--- src/rtl/multicycle_main_ctrl.sv ---
// Main control FSM of the multicycle MIPS datapath: Moore decode of datapath strobes/selects,
// memory stall handling with a watchdog to ERR. Optional addi support: define MULTICYCLE_ADDI_EN.
module multicycle_main_ctrl #(
    parameter int unsigned WAIT_MAX = 15
) (
    input  logic       clk,
    input  logic       rst,
    input  logic [5:0] opcode,
    input  logic       mem_ready,
    output logic       mem_req,
    output logic       mem_read,
    output logic       mem_write,
    output logic       iord,
    output logic       ir_write,
    output logic       pc_write,
    output logic       pc_write_cond,
    output logic [1:0] pc_source,
    output logic [1:0] alu_op,
    output logic       alu_src_a,
    output logic [1:0] alu_src_b,
    output logic       reg_write,
    output logic       reg_dst,
    output logic       mem_to_reg,
    output logic       err,
    output logic [3:0] state
);

    localparam int unsigned CNT_W = (WAIT_MAX > 0) ? $clog2(WAIT_MAX + 1) : 1;
    localparam logic [CNT_W-1:0] CNT_MAX = CNT_W'(WAIT_MAX);

    localparam logic [5:0] OP_RTYPE = 6'b000000;
    localparam logic [5:0] OP_LW    = 6'b100011;
    localparam logic [5:0] OP_SW    = 6'b101011;
    localparam logic [5:0] OP_BEQ   = 6'b000100;
    localparam logic [5:0] OP_J     = 6'b000010;
`ifdef MULTICYCLE_ADDI_EN
    localparam logic [5:0] OP_ADDI  = 6'b001000;
`endif

    typedef enum logic [3:0] {
        S_FETCH   = 4'd0,
        S_DECODE  = 4'd1,
        S_MEMADR  = 4'd2,
        S_MEMRD   = 4'd3,
        S_MEMWB   = 4'd4,
        S_MEMWR   = 4'd5,
        S_EXEC    = 4'd6,
        S_ALUWB   = 4'd7,
        S_BRANCH  = 4'd8,
        S_JUMP    = 4'd9,
`ifdef MULTICYCLE_ADDI_EN
        S_ADDI_EX = 4'd10,
        S_ADDI_WB = 4'd11,
`endif
        S_ERR     = 4'd15
    } state_e;

    state_e           state_q, state_d;
    logic [CNT_W-1:0] cnt_q, cnt_d;
    logic             stall_state;

    // Unqualified strobes; reset gating is applied at the ports.
    logic mem_read_s, mem_write_s, ir_write_s, pc_write_s, pc_write_cond_s, reg_write_s;

    always_ff @(posedge clk or posedge rst) begin
        if (rst) begin
            state_q <= S_FETCH;
            cnt_q   <= '0;
        end else begin
            state_q <= state_d;
            cnt_q   <= cnt_d;
        end
    end

    // Next-state and watchdog counter
    always_comb begin
        state_d     = state_q;
        cnt_d       = '0;
        stall_state = 1'b0;
        case (state_q)
            S_FETCH: begin
                stall_state = 1'b1;
                if (mem_ready) state_d = S_DECODE;
            end
            S_DECODE: begin
                case (opcode)
                    OP_LW, OP_SW: state_d = S_MEMADR;
                    OP_RTYPE:     state_d = S_EXEC;
                    OP_BEQ:       state_d = S_BRANCH;
                    OP_J:         state_d = S_JUMP;
`ifdef MULTICYCLE_ADDI_EN
                    OP_ADDI:      state_d = S_ADDI_EX;
`endif
                    default:      state_d = S_ERR;
                endcase
            end
            S_MEMADR: begin
                if (opcode == OP_LW)      state_d = S_MEMRD;
                else if (opcode == OP_SW) state_d = S_MEMWR;
                else                      state_d = S_ERR;
            end
            S_MEMRD: begin
                stall_state = 1'b1;
                if (mem_ready) state_d = S_MEMWB;
            end
            S_MEMWB:   state_d = S_FETCH;
            S_MEMWR: begin
                stall_state = 1'b1;
                if (mem_ready) state_d = S_FETCH;
            end
            S_EXEC:    state_d = S_ALUWB;
            S_ALUWB:   state_d = S_FETCH;
            S_BRANCH:  state_d = S_FETCH;
            S_JUMP:    state_d = S_FETCH;
`ifdef MULTICYCLE_ADDI_EN
            S_ADDI_EX: state_d = S_ADDI_WB;
            S_ADDI_WB: state_d = S_FETCH;
`endif
            S_ERR:     state_d = S_ERR;
            default:   state_d = S_ERR;
        endcase

        // A completing access in the last allowed cycle still wins over the timeout
        if (stall_state && !mem_ready) begin
            if ((WAIT_MAX != 0) && (cnt_q == CNT_MAX)) begin
                state_d = S_ERR;
            end else begin
                cnt_d = cnt_q + CNT_W'(1);
            end
        end
    end

    // Output decode from the state register (FETCH load strobes follow mem_ready)
    always_comb begin
        mem_read_s      = 1'b0;
        mem_write_s     = 1'b0;
        ir_write_s      = 1'b0;
        pc_write_s      = 1'b0;
        pc_write_cond_s = 1'b0;
        reg_write_s     = 1'b0;
        iord            = 1'b0;
        pc_source       = 2'b00;
        alu_op          = 2'b00;
        alu_src_a       = 1'b0;
        alu_src_b       = 2'b00;
        reg_dst         = 1'b0;
        mem_to_reg      = 1'b0;
        err             = 1'b0;
        case (state_q)
            S_FETCH: begin
                mem_read_s = 1'b1;
                alu_src_b  = 2'b01;
                ir_write_s = mem_ready;
                pc_write_s = mem_ready;
            end
            S_DECODE: alu_src_b = 2'b11;
            S_MEMADR: begin
                alu_src_a = 1'b1;
                alu_src_b = 2'b10;
            end
            S_MEMRD: begin
                mem_read_s = 1'b1;
                iord       = 1'b1;
            end
            S_MEMWB: begin
                reg_write_s = 1'b1;
                mem_to_reg  = 1'b1;
            end
            S_MEMWR: begin
                mem_write_s = 1'b1;
                iord        = 1'b1;
            end
            S_EXEC: begin
                alu_src_a = 1'b1;
                alu_op    = 2'b10;
            end
            S_ALUWB: begin
                reg_write_s = 1'b1;
                reg_dst     = 1'b1;
            end
            S_BRANCH: begin
                alu_src_a       = 1'b1;
                alu_op          = 2'b01;
                pc_write_cond_s = 1'b1;
                pc_source       = 2'b01;
            end
            S_JUMP: begin
                pc_write_s = 1'b1;
                pc_source  = 2'b10;
            end
`ifdef MULTICYCLE_ADDI_EN
            S_ADDI_EX: begin
                alu_src_a = 1'b1;
                alu_src_b = 2'b10;
            end
            S_ADDI_WB: reg_write_s = 1'b1;
`endif
            S_ERR:   err = 1'b1;
            default: err = 1'b0;
        endcase
    end

    assign mem_read      = mem_read_s & ~rst;
    assign mem_write     = mem_write_s & ~rst;
    assign mem_req       = (mem_read_s | mem_write_s) & ~rst;
    assign ir_write      = ir_write_s & ~rst;
    assign pc_write      = pc_write_s & ~rst;
    assign pc_write_cond = pc_write_cond_s & ~rst;
    assign reg_write     = reg_write_s & ~rst;
    assign state         = state_q;

endmodule

--- config.mk ---
export PLATFORM = sky130hd
export DESIGN_NAME = multicycle_main_ctrl
export DESIGN_NICKNAME = d
export VERILOG_FILES = /design/src/rtl/multicycle_main_ctrl.sv
export SDC_FILE = /design/constraint.sdc
export NUM_CORES = 1
export LEC_CHECK = 0
export CAP_MARGIN = 10
export CORE_MARGIN = 2
export CORE_UTILIZATION = 48
export CTS_BUF_LIST = sky130_fd_sc_hd__clkbuf_4 sky130_fd_sc_hd__clkbuf_8
export DETAILED_ROUTE_END_ITERATION = 12
export PLACE_DENSITY = 0.87
export SLEW_MARGIN = 20
export SYNTH_ARGS = -nofsm -noshare
export SYNTH_HDL_FRONTEND = slang
export SYNTH_SLANG_ARGS = --single-unit
--- constraint.sdc ---
create_clock -name clk -period 3.4 [get_ports clk]
set_input_delay 0.68 -clock clk [delete_from_list [all_inputs] [get_ports clk]]
set_output_delay 0.68 -clock clk [all_outputs]
set_load 0.02 [all_outputs]
==> run summary <==
## Route
• Via-to-Cell Ratio: 5.986
• post-detailed-routing wire length: 2.080 mm
• routed len/inst: 14.34 um
• residual antenna-violating net count after detailed routing: 0
• number of iterations in the first detailed-routing pass: 4
• vias post-DR: 868
• initial DRC count: 15
• DRC viols: 0

## Timing
• Final setup violation count: 0
• WHS: 458.8 ps
• final number of hold-violating endpoints: 0
• Max Clk Rate: 0.3123 GHz
• setup repair after global routing missed its margin: false
• Max transition margin: 0.5440
• post-route minimum period: 3202 ps
• pin slew with the least headroom to its limit: 684.1 ps
• final worst path period share: 0.9417
• clock tree skew after final layout: 1.877 ps
• Sum Neg Setup Slack: 0 ps
• pins over their slew limit: 0

## Synthesis
• post-synth cell types: 41
• share of async-settable or async-resettable flops after synthesis: 1.000
• synthesized area per cell: 7.891 um2
• Post-synth EDFFs: 0
• sequential share of the synthesized area: 0.2512
• cells after synthesis: 101
• count of state elements after synthesis: 8
• cell area after synthesis: 797.0 um2
• most instantiated flip-flop cell in the synthesis netlist: dfrtp_1
• count of yosys warnings during synthesis: 0
• synthesized net count: 111

## Floorplanning
• number of placed I/O pins: 31
• Die Span X: 44.75 um
• number of rows in the core area: 14
• floorplan core area: 1524 um2
• die height: 44.75 um
• initial core utilization: 0.5230
• area of the die: 2003 um2

## Critical path
• category of the most critical setup path: in -> out
• register-to-register setup slack: 1640 ps
• arrival time at the worst endpoint: 2520 ps
• depth of the worst register-to-register path: 4
• critical path depth: 5
• critical path launch point type: input pin
• start point of the critical path: rst
• required time of the worst setup path: 2720 ps
• CP Buf/Inv Count: 2
• CP Max Fanout: 5
• worst-path cell chain: clkdlybuf4s50_1 -> nor3_1 -> nor4b_1 -> a21o_1 -> clkdlybuf4s50_1
• category of the worst setup path capture point: output pin
• worst setup path end: pc_write
• cell with the largest stage delay on the worst path: clkdlybuf4s50_1
• Top Family by Delay on Critical Path: buffers and inverters
• most common cell type on the critical path: clkdlybuf4s50_1
• max incr delay on CP: 600 ps
• startpoint of the worst-slack reg-to-reg timing path: state[1]
• Worst R2R End: state[1]

## Clocking
• post-cts resize count: 0
• TritonCTS clock tree: done
• Clk Latency, worst-skew pair: 260 ps
• Clock H-tree levels: 1
• number of buffers created by CTS: 3
• hold buffer count at cts: 0
• maximum clock path buffer count: 2
• Clock Sinks: 8
• number of buffers added for setup after CTS: 0
• CTS root buf: clkbuf_4
• clock-pin slew of the registers on the worst-case setup and hold paths: 50 ps

## Global route
• global-route wire length before repair: 3.615 mm
• remaining global-route overflow: 0
• number of antenna violations at the first check in global routing: 0
• Tot GR Track Use: 0.2441
• pin count of the biggest net entering global routing: 23
• via count of the first global-routing pass: 822

## Power and ir drop
• clock share of power: 0.385
• Logic pwr share: 0.124
• final total power: 0.1941 mW
• highest ir drop seen on vdd: 0.1143 mV
• switching power share of the total: 0.2333
• areal power density over the cells: 174.5 nW/um2
• P_sw: 0.04527 mW
• part of the power in registers: 0.491
• Internal Pwr Total: 0.1488 mW
• leakage power: 0.4002 nW

## Finish
• area growth from synthesis to layout: 39.56%
• net count reported at finish: 141
• most frequent standard cell in the layout excluding fill and tap cells: clkdlybuf4s50_1
• most frequent cells in the layout: 30 x clkdlybuf4s50_1, 13 x nor2_1, 8 x nand2b_1, 8 x nor3_1, 8 x dfrtp_1
• number of filler cells placed in the layout: 126
• Antenna Diode Count: 0
• layout cell share with drive strength beyond 1: 0.09302

## Flow run
• Max-Cap Viols: 0

## Status
• result of the run: finished, final reports clean

## Hold path
• worst hold-check path type: reg -> reg
• instance count along the most critical hold path: 1

## Placed design
• number of buffers added on ports: 30
• GP Congestion: 0.8093
• half-perimeter wire length of the detailed placement result: 1.596 mm

[logic make-up (layout without fill, tap and decap cells)]
family / count (synthesis) / count (layout) / share of synthesized area
and+or+nand+nor: 56 / 56 / 0.3956
AOI/OAI and AO/OA: 17 / 17 / 0.1758
buffers and inverters: 13 / 41 / 0.09105
DFF: 8 / 8 / 0.2512
xor gates and xnor gates: 4 / 4 / 0.04396
muxes: 2 / 2 / 0.02669
adders and majority gates: 1 / 1 / 0.01570
[worst min path at each step]
stage / from / endpoint / slack (ps)
after floorplan: cnt_q[0] / cnt_q[0] / 430
after global placement: cnt_q[0] / cnt_q[0] / 440
after detailed placement: cnt_q[0] / cnt_q[0] / 450
after CTS: cnt_q[0] / cnt_q[0] / 460
after global routing: cnt_q[0] / cnt_q[0] / 480
final: cnt_q[0] / cnt_q[0] / 460
[registers in the layout, indices dropped and copies added, names as in the netlist]
name	flops
cnt_q	4
state	4
[synth_stat cells, types with 3 or more instances]
library cell | number | area, um2
nand2_1 | 4 | 15.01
xnor2_1 | 3 | 26.28
nand2b_1 | 8 | 50.05
dfrtp_1 | 8 | 200.2
nor4_1 | 4 | 25.02
inv_1 | 4 | 15.01
nor2b_1 | 3 | 18.77
nor2_1 | 13 | 48.80
nor3_1 | 8 | 40.04
nand3_1 | 3 | 15.01
o21ai_0 | 5 | 25.02
buf_2 | 4 | 20.02
[worst register-to-register path, cell delays in order (launching register included)]
cell,delay (ps)
dfrtp_1,780
nor3_1,120
a32oi_1,400
o221a_1,290
nand3_1,70
[layout make-up]
| type | count | area (um2) | area share |
|---|---|---|---|
| sequential | 8 | 200.2 | 0.1800 |
| tap | 16 | 20.02 | 0.01800 |
| multi-input combinational | 80 | 524.3 | 0.4713 |
| clock buffer | 3 | 22.52 | 0.02025 |
| inverter | 4 | 15.01 | 0.01350 |
| timing repair buffer | 34 | 330.3 | 0.2970 |
[metal layers]
metal	up-vias	GRT usage	wire length (um)
li1	419	-	-
met3	7	0.02800	140
met5	-	0	0
met2	43	0.3913	1010
met4	0	0.1333	42
met1	399	0.3192	886
[metrics by stage]
| stage | setup slack, ps | cell area (um2) | std cells | util |
|---|---|---|---|---|
| floorplan | 800.8 | 797.0 | 101 | - |
| global placement | 337.5 | 1090 | 142 | 0.7151 |
| detailed placement | 273.8 | 1090 | 142 | 0.7151 |
| CTS | 222.8 | 1112 | 145 | 0.7299 |
| global route | 106.9 | 1112 | 145 | 0.7299 |
| finish | 198.2 | 1112 | 145 | 0.7299 |
[power groups by stage]
stage                     Clock [mW]  Combinational, mW  Sequential (mW)
after detailed placement           0             0.0238           0.0969
after CTS                     0.0773             0.0240           0.0952
after global routing          0.0815             0.0265           0.0952
final                         0.0748             0.0240           0.0953
after global placement             0             0.0229           0.0969
after floorplan                    0            0.00697           0.0969
(Power assumes the default switching activity.)
